### config.mk
export PLATFORM = sky130hd
export DESIGN_NAME = axis_slave_fifo
export DESIGN_NICKNAME = d
export VERILOG_FILES = /design/src/rtl/axis_slave_fifo.sv
export SDC_FILE = /design/constraint.sdc
export NUM_CORES = 1
export LEC_CHECK = 0
export CORE_ASPECT_RATIO = 1.2
export CORE_MARGIN = 5
export CORE_UTILIZATION = 49
export DETAILED_ROUTE_END_ITERATION = 10
export HOLD_SLACK_MARGIN = 0.12
export MAX_ROUTING_LAYER = met4
export PLACE_DENSITY = 0.84
export SLEW_MARGIN = 40
export SYNTH_ARGS = -nofsm -noshare
export SYNTH_HDL_FRONTEND = slang
export SYNTH_SLANG_ARGS = --single-unit
### constraint.sdc
create_clock -name clk -period 2.07 [get_ports clk]
set_input_delay 0.3105 -clock clk [delete_from_list [all_inputs] [get_ports clk]]
set_output_delay 0.3105 -clock clk [all_outputs]
set_load 0.1 [all_outputs]
### src/rtl/axis_slave_fifo.sv
// ---------------------------------------------------------------------------
// axis_slave_fifo
//
// AXI-Stream-style ingress slave for the resizer. Each accepted beat is packed
// into one entry of S_KEEP_WIDTH lanes. Each lane holds {data, last, keep}.
// The entries are buffered in a DEPTH-deep first-word-fall-through FIFO. Null
// beats (keep==0, last==0) can be consumed without being stored.
//
// Ports:
//   clk            in   single clock, rising edge
//   rst_n          in   asynchronous active-low reset
//   s_valid_i      in   source beat valid
//   s_ready_o      out  slave ready (registered state only)
//   s_last_i       in   last beat of packet
//   s_keep_i       in   per-lane keep [S_KEEP_WIDTH]
//   s_data_i       in   lane data, unpacked [S_KEEP_WIDTH], lane 0 = LSB
//   en             in   ingress enable
//   entry_valid_o  out  FIFO head valid
//   entry_ready_i  in   consumer pops the head
//   entry_o        out  FIFO head entry (0 while empty)
//   level_o        out  current occupancy
//   drop_o         out  one-cycle pulse after a null beat is dropped
// ---------------------------------------------------------------------------
module axis_slave_fifo #(
    parameter int S_KEEP_WIDTH = 3,
    parameter int T_DATA_WIDTH = 8,
    parameter int DEPTH        = 4,
    parameter int DROP_NULL    = 1,
    localparam int LANE_SZ     = 2 + T_DATA_WIDTH,
    localparam int ENTRY_SZ    = LANE_SZ * S_KEEP_WIDTH,
    localparam int LVL_W       = $clog2(DEPTH + 1)
) (
    input  logic                    clk,
    input  logic                    rst_n,
    input  logic                    s_valid_i,
    output logic                    s_ready_o,
    input  logic                    s_last_i,
    input  logic [S_KEEP_WIDTH-1:0] s_keep_i,
    input  logic [T_DATA_WIDTH-1:0] s_data_i [S_KEEP_WIDTH],
    input  logic                    en,
    output logic                    entry_valid_o,
    input  logic                    entry_ready_i,
    output logic [ENTRY_SZ-1:0]     entry_o,
    output logic [LVL_W-1:0]        level_o,
    output logic                    drop_o
);

    localparam int PTR_W = $clog2(DEPTH);

    logic [ENTRY_SZ-1:0] mem [DEPTH];
    logic [PTR_W-1:0]    wr_ptr;
    logic [PTR_W-1:0]    rd_ptr;
    logic [ENTRY_SZ-1:0] packed_beat;
    logic                accept;
    logic                is_null;
    logic                do_write;
    logic                do_pop;

    // Lane i = {data, last, keep}. Only the top lane carries the packet's last.
    always_comb begin
        // NOTE: default every combinational output first so no latch is inferred.
        packed_beat = '0;
        for (int i = 0; i < S_KEEP_WIDTH; i++) begin
            packed_beat[i*LANE_SZ]                     = s_keep_i[i];
            packed_beat[i*LANE_SZ+1]                   = (i == S_KEEP_WIDTH - 1) ? s_last_i : 1'b0;
            packed_beat[i*LANE_SZ+2 +: T_DATA_WIDTH]   = s_data_i[i];
        end
    end

    // Ready depends on registered level only: a pop in this cycle does not
    // open the input until the level has actually dropped.
    assign s_ready_o     = en && (level_o != LVL_W'(DEPTH));
    assign entry_valid_o = (level_o != '0);
    assign entry_o       = entry_valid_o ? mem[rd_ptr] : '0;

    // keep==0 with last==1 is never null: it still closes the packet.
    assign is_null  = (DROP_NULL != 0) && (s_keep_i == '0) && !s_last_i;
    assign accept   = s_valid_i && s_ready_o;
    assign do_write = accept && !is_null;
    assign do_pop   = entry_valid_o && entry_ready_i;

    // NOTE: storage carries no reset; the pointers and level define which
    // entries are meaningful, so clearing the array would only cost area.
    always_ff @(posedge clk) begin
        if (do_write) begin
            mem[wr_ptr] <= packed_beat;
        end
    end

    // NOTE: sequential state uses non-blocking assignments only.
    always_ff @(posedge clk or negedge rst_n) begin
        if (!rst_n) begin
            wr_ptr  <= '0;
            rd_ptr  <= '0;
            level_o <= '0;
            drop_o  <= 1'b0;
        end else begin
            drop_o <= accept && is_null;
            // DEPTH is a power of two, so pointer wrap is plain overflow.
            if (do_write) begin
                wr_ptr <= wr_ptr + PTR_W'(1);
            end
            if (do_pop) begin
                rd_ptr <= rd_ptr + PTR_W'(1);
            end
            unique case ({do_write, do_pop})
                2'b10:   level_o <= level_o + LVL_W'(1);
                2'b01:   level_o <= level_o - LVL_W'(1);
                default: level_o <= level_o;
            endcase
        end
    end

endmodule

After elaboration in Yosys (flattened, before gate mapping). Memory sizes are Yosys's and may differ from the RTL's. Index checks and enable logic that the tools add are counted.

Bits in registers: 8. RAM bits: 112. Input bits: 33. Logic and storage cells: 27. Memories kept: 1.

Add/subtract/negate cells: 4. Equality and inequality tests: 3. Mux-type cells: 4. Reductions and logical operators: 11.

Memory list: mem (depth 4, bits a word 28, read ports 1, clocked after Yosys merged registers in 0, wr ports 1, RTL line 50) `logic [ENTRY_SZ-1:0] mem [DEPTH];`.

Operators with widths (number): $mux 30 (1); $logic_and 1x1->1 (6); $pmux 3 s2 (1); $add 2x1->2 const B (2); $add 3x1->3 const B (1); $logic_not 3->1 (1); $ne 3x3->1 const B (1); $reduce_bool 3->1 (1); $sub 3x1->3 const B (1); $eq 2x1->1 const B (1); $eq 2x2->1 const B (1); $logic_not 1->1 (2); $mux 1 (2); $reduce_bool 2->1 (1).

Logic depth before layout (Yosys ltp). Gate-level depths: netlist of run 1.

Word-level depth: 6. Gate-level depth with buffers: 9.

Worst setup path before layout of run 1. OpenSTA, ideal clock, no wires.

Kind: register -> output. From: reg level_o[2]. To: out entry_o[20]. Data arrival time: 3133 ps. Required time: 1760 ps. Path slack: -1374 ps. Cell stages (with the launch flop): 4. Cells stage by stage: dfrtp_1 -> or3_4 -> clkbuf_1 -> and2_1.

Cells in the longest elaborated chain, start to end: 2.

Ends and longest elaborated chain: from (decl) (RTL line 44) `output logic [LVL_W-1:0] level_o,`; from (signal assigned) (RTL line 107) `2'b10: level_o <= level_o + LVL_W'(1);`; from (signal assigned) (RTL line 108) `2'b01: level_o <= level_o - LVL_W'(1);`; from (signal assigned) (RTL line 109) `default: level_o <= level_o;`; $reduce_bool 3->1 (RTL line 73) `assign entry_valid_o = (level_o != '0);`; named net entry_valid_o (RTL line 41) `output logic entry_valid_o,`; $mux 30 (RTL line 74) `assign entry_o = entry_valid_o ? mem[rd_ptr] : '0;`; to (decl) (RTL line 43) `output logic [ENTRY_SZ-1:0] entry_o,`.

The timed path passes the listed nets, and every way through them passes these cells.

Worst setup path after layout of run 1.
From: reg rd_ptr[0]. To: out entry_o[17].

Cells in the longest elaborated chain, start to end: 2.

Ends and longest elaborated chain: from (decl) (RTL line 52) `logic [PTR_W-1:0] rd_ptr;`; from (signal assigned) (RTL line 104) `rd_ptr <= rd_ptr + PTR_W'(1);`; $mem_v2 4x28; $mux 30 (RTL line 74).

Every way passes these cells.

==> flow_metrics.tcl, run 1 <==
set metrics [dict create \
    start_util_pct 49.8 \
    die_y_um 118 \
    drcViolationCount 0 \
    ys_ff_latch 120 \
    cp.arrival_ns 1.98 \
    path_class "flop to primary output" \
    start_kind "flop" \
    max_cap_violations 0 \
    rows 39 \
    wl_per_cell_um 23.4 \
    layout-drive-gt1-share_pct 49.1 \
    crit_buf_inv 3 \
    cpMaxStageDelayCell "mux4_2" \
    core-area_um2 9520 \
    io_pins 69 \
    post-route-worst-setup-slack_ns -0.222 \
    syn-cell-area_um2 4740 \
    ys_types 24 \
    grt_max_degree 31 \
    cts_tree "yes" \
    finalSetupViolCount 28 \
    grt_use_total_pct 18.6 \
    clockBufferDepth 2 \
    ys.warnings.count 0 \
    cts_max_level 4 \
    final_nets 374 \
    max_freq_mhz 436 \
    path_cells "buf_4 > buf_12 > mux4_2 > and2_4 > buf_12" \
    numCtsBuffers 17 \
    dr.pass1.iters 4 \
    cp_top_family "multiplexers" \
    clk_latency_ns 0.41 \
    yosysMostFrequentCell "edfxtp_1" \
    ant_nets 0 \
    yosys.area.top_type "edfxtp_1" \
    period_share_pct 111 \
    clock_skew_ns 0.00976 \
    vias 2500 \
    crit_top_cell "buf_12" \
    failed_checks "negative setup slack" \
    syn_avg_cell_area_um2 21.3 \
    synth_seq_area_share_pct 75.2 \
    slowest_delay_ns 0.53 \
    drv_slew 0 \
    drt_iter0_markers 200 \
    stdcell_count 471 \
    yosys_most_used_dff "edfxtp_1" \
    ctsRootBufferMaster "clkbuf_16" \
    syn_inst 223 \
    portBuffers 66 \
    via_per_inst 5.31 \
    clkTransAtPathRegs_ns 0.05 \
    placed_cells 425 \
    critical_path.max_fanout 6 \
    n_antenna_cell 0 \
    rsz0062_at_grt "yes" \
    synth.area.top_cells "edfxtp_1 71%, mux4_2 13%, and2_1 4.4%, dfrtp_1 4.2%, ha_1 1.3%" \
    place.gp.congestion 0.728 \
    synth_edf_count 112 \
    async_flop_share_pct 6.67 \
    dpl.hpwl_um 5960 \
    dieArea_um2 11800 \
    fp.dieW_um 99.8 \
    fin_crit_ns 2.29 \
    crit_required_ns 1.76 \
    cp-end-kind "primary output" \
    synth_top_cell_area_share_pct 70.9 \
    grt_pass1_wl_um 15300 \
    first_global_vias 2686 \
    hold_violations 0 \
    syn_to_final_growth_pct 46.9 \
    cts_num_sinks 120 \
    min_path_type "input port to async pin" \
    grt-ovfl-total 0 \
    routed_wl_um 11000 \
    ys_top_cells_by_count "112 x edfxtp_1, 33 x and2_1, 28 x mux4_2, 8 x dfrtp_1, 6 x inv_1" \
    fillers 518 \
    grt_antenna_before_repair 0 \
    outcome "complete, but fails checks" \
]
-- state kept, by name, indices dropped and copies added, names as in the netlist --
name / count
mem: 112
level_o: 3
rd_ptr: 2
wr_ptr: 2
drop_o: 1
-- final timing paths --
check | from | end | slack (ns) | depth (start not counted)
hold reg to reg | wr_ptr[1] | wr_ptr[1] | 0.59 | 1
min in group clk | s_valid_i | drop_o | 0.52 | 2
setup reg to reg | level_o[2] | level_o[1] | 0.07 | 6
hold / removal | rst_n | level_o[1] | 0.20 | 1
setup / recovery | rd_ptr[0] | entry_o[17] | -0.22 | 5
max in group asynchronous | rst_n | level_o[0] | 1.55 | 1
-- final cells by class --
type	instances	area (µm²)	share of cell area [%]
clock buffer	20	437	6.27
clock inverter	12	109	1.56
inverter	6	22.5	0.323
multi-input combinational	87	1180	16.9
sequential	120	3580	51.3
tap	123	154	2.21
timing repair buffer	103	1490	21.4
-- kinds of logic after synthesis --
family                     share of synthesized area [%]
DFF                                                 75.2
and+or+nand+nor                                     5.41
muxes                                               13.5
buffers and inverters                               2.27
adders and majority gates                           1.74
xor gates and xnor gates                            1.11
AOI/OAI and AO/OA                                  0.686
other                                             0.0791
-- through the flow --
step                TNS, ns  utilization (%)  worst slack, ns  hold slack (ns)  cell area [µm²]
floorplan                 0                -          0.00583           0.0149             4830
global placement      -3.38             64.7           -0.325            0.525             6150
detailed placement    -4.74             64.7           -0.380            0.563             6150
CTS                   -4.27             71.8           -0.227            0.205             6840
global route          -5.53             73.2           -0.256            0.217             6970
finish                -4.28             73.2           -0.222            0.200             6970
-- layer usage --
metal / up-vias / wire [µm] / GRT usage [%]
met5: - / 0 / -
met4: 0 / 221 / 7.60
met3: 16 / 443 / 5.33
met2: 86 / 6270 / 30.2
met1: 1296 / 4100 / 21.7
li1: 1102 / - / -
-- cells in the final DEF, fill, tap and decap left out, types with 3 or more instances in the layout --
cell / instances
clkbuf_16: 20
mux4_2: 28
clkinv_1: 3
clkinv_2: 6
xnor2_1: 3
buf_12: 43
clkbuf_1: 3
buf_4: 22
xor2_1: 3
dfrtp_1: 4
dfrtp_4: 3
clkdlybuf4s50_1: 32
and2_4: 31
inv_1: 4
edfxtp_1: 112
ha_1: 4
-- repair_timing --
item,in CTS,in global routing
endpoints found under the setup margin,29,29
endpoints found under the hold margin,0,0
hold buffers,0,0
cloned,2,4
setup buffers,3,5
pin swaps,6,9
resized for setup,24,3
Power of run 1 is left out: the tool's default activity adds up to more than one toggle a clock period on the data nets, which glitch-free logic cannot reach.
==> run 2: changes to the inputs <==
--- a/config.mk
+++ b/config.mk
@@ -12,6 +12,7 @@
 export HOLD_SLACK_MARGIN = 0.12
 export MAX_ROUTING_LAYER = met4
 export PLACE_DENSITY = 0.84
+export SKIP_LAST_GASP = 1
 export SLEW_MARGIN = 40
 export SYNTH_ARGS = -nofsm -noshare
 export SYNTH_HDL_FRONTEND = slang
==> flow_metrics.tcl, run 2 (synthesis results as in run 1) <==
set metrics [dict create \
    clk_latency_ns 0.41 \
    die_y_um 118 \
    core-area_um2 9520 \
    critical_path.max_fanout 5 \
    hold_violations 0 \
    grt_use_total_pct 18.5 \
    clkTransAtPathRegs_ns 0.05 \
    fp.dieW_um 99.8 \
    start_util_pct 49.8 \
    numCtsBuffers 17 \
    routed_wl_um 9630 \
    drt_iter0_markers 158 \
    largest_reg_flops 112 \
    via_per_inst 5.22 \
    failed_checks "negative setup slack" \
    cts_num_sinks 120 \
    clockBufferDepth 2 \
    rows 39 \
    rsz0062_at_grt "yes" \
    place.gp.congestion 0.728 \
    n_antenna_cell 0 \
    finalSetupViolCount 28 \
    cp-end-kind "primary output" \
    vias 2410 \
    max_freq_mhz 440 \
    max_cap_violations 0 \
    crit_buf_inv 3 \
    top_register "mem" \
    cp.arrival_ns 1.96 \
    crit_top_cell "buf_12" \
    grt_max_degree 31 \
    slowest_delay_ns 0.50 \
    grt_antenna_before_repair 0 \
    grt-ovfl-total 0 \
    cts_tree "yes" \
    reg.largest.list "mem: 112 flops, level_o: 3 flops" \
    period_share_pct 110 \
    dpl.hpwl_um 5960 \
    cts_max_level 4 \
    portBuffers 66 \
    drcViolationCount 0 \
    min_path_type "input port to async pin" \
    fin_crit_ns 2.27 \
    path_class "flop to primary output" \
    layout-drive-gt1-share_pct 45.1 \
    drv_slew 0 \
    dr.pass1.iters 4 \
    outcome "complete, but fails checks" \
    start_kind "flop" \
    path_cells "buf_12 > buf_16 > mux4_2 > and2_4 > buf_12" \
    clock_skew_ns 0.00576 \
    first_global_vias 2682 \
    final_nets 365 \
    postCtsHoldBufs 0 \
    final_common_cell "edfxtp_1" \
    ant_nets 0 \
    cpMaxStageDelayCell "mux4_2" \
    syn_to_final_growth_pct 43.5 \
    pre_cts_ws_ns -0.380 \
    layout_common_cells "112 x edfxtp_1, 43 x buf_12, 32 x clkdlybuf4s50_1, 28 x mux4_2" \
    io_pins 69 \
    wl_per_cell_um 20.8 \
    cp_top_family "multiplexers" \
    ctsRootBufferMaster "clkbuf_16" \
    post-route-worst-setup-slack_ns -0.202 \
    grt_pass1_wl_um 15300 \
    dieArea_um2 11800 \
    crit_required_ns 1.76 \
]
-- run 2: changes by cell type in the layout (fill, tap and decap cells not counted), sizes merged --
cell,previous run,this run
buf,68,62
clkbuf,23,20
-- run 2: worst paths after layout --
| kind | startpoint | end | slack, ns | depth (start not counted) |
|---|---|---|---|---|
| setup / recovery | rd_ptr[0] | entry_o[24] | -0.20 | 5 |
| hold reg to reg | level_o[0] | level_o[0] | 0.57 | 1 |
| hold / removal | rst_n | level_o[1] | 0.21 | 1 |
| min in group clk | entry_ready_i | rd_ptr[1] | 0.53 | 3 |
| max in group asynchronous | rst_n | level_o[0] | 1.53 | 1 |
| setup reg to reg | level_o[1] | level_o[1] | 0.10 | 6 |
-- run 2: what timing repair did --
item	CTS	global route
cloned	2	0
setup endpoints to repair	29	29
setup buffers	3	0
endpoints found under the hold margin	0	0
resized for setup	5	1
pin swaps	6	3
-- run 2: cell type report --
class	count	area, µm²
flip-flops and latches	120	3580
fillers	543	2710
repair buffers	94	1360
multi-input cells	87	1140
clock buffers	20	437
well taps	123	154
clock inverters	12	109
inverters	6	22.5
-- run 2: metal layers --
metal  GRT usage (%)  wire length, µm  vias up
met3            5.33              343       14
met2            30.0             5430       56
met1            21.6             3670     1253
met5               -                0        -
li1                -                -     1087
met4            7.60              182        0
-- run 2: stage by stage --
stage	hold slack, ns	util (%)	area (µm²)	TNS, ns	std cells
2_1_floorplan	0.0149	-	4830	0	224
3_3_place_gp	0.525	64.7	6150	-3.38	425
3_5_place_dp	0.563	64.7	6150	-4.74	425
4_1_cts	0.205	71.5	6800	-4.98	462
5_1_grt	0.213	71.5	6800	-5.94	462
6_report	0.209	71.5	6800	-4.09	462
Power of run 2 is left out for the same reason.
==> run 3: changes to the inputs <==
--- a/config.mk
+++ b/config.mk
@@ -8,6 +8,7 @@
 export CORE_ASPECT_RATIO = 1.2
 export CORE_MARGIN = 5
 export CORE_UTILIZATION = 49
+export CTS_CLUSTER_SIZE = 40
 export DETAILED_ROUTE_END_ITERATION = 10
 export HOLD_SLACK_MARGIN = 0.12
 export MAX_ROUTING_LAYER = met4
==> results of run 3 <==
Final layout, timing and power as in run 2 (identical DEF).
Power of run 3 is left out for the same reason.
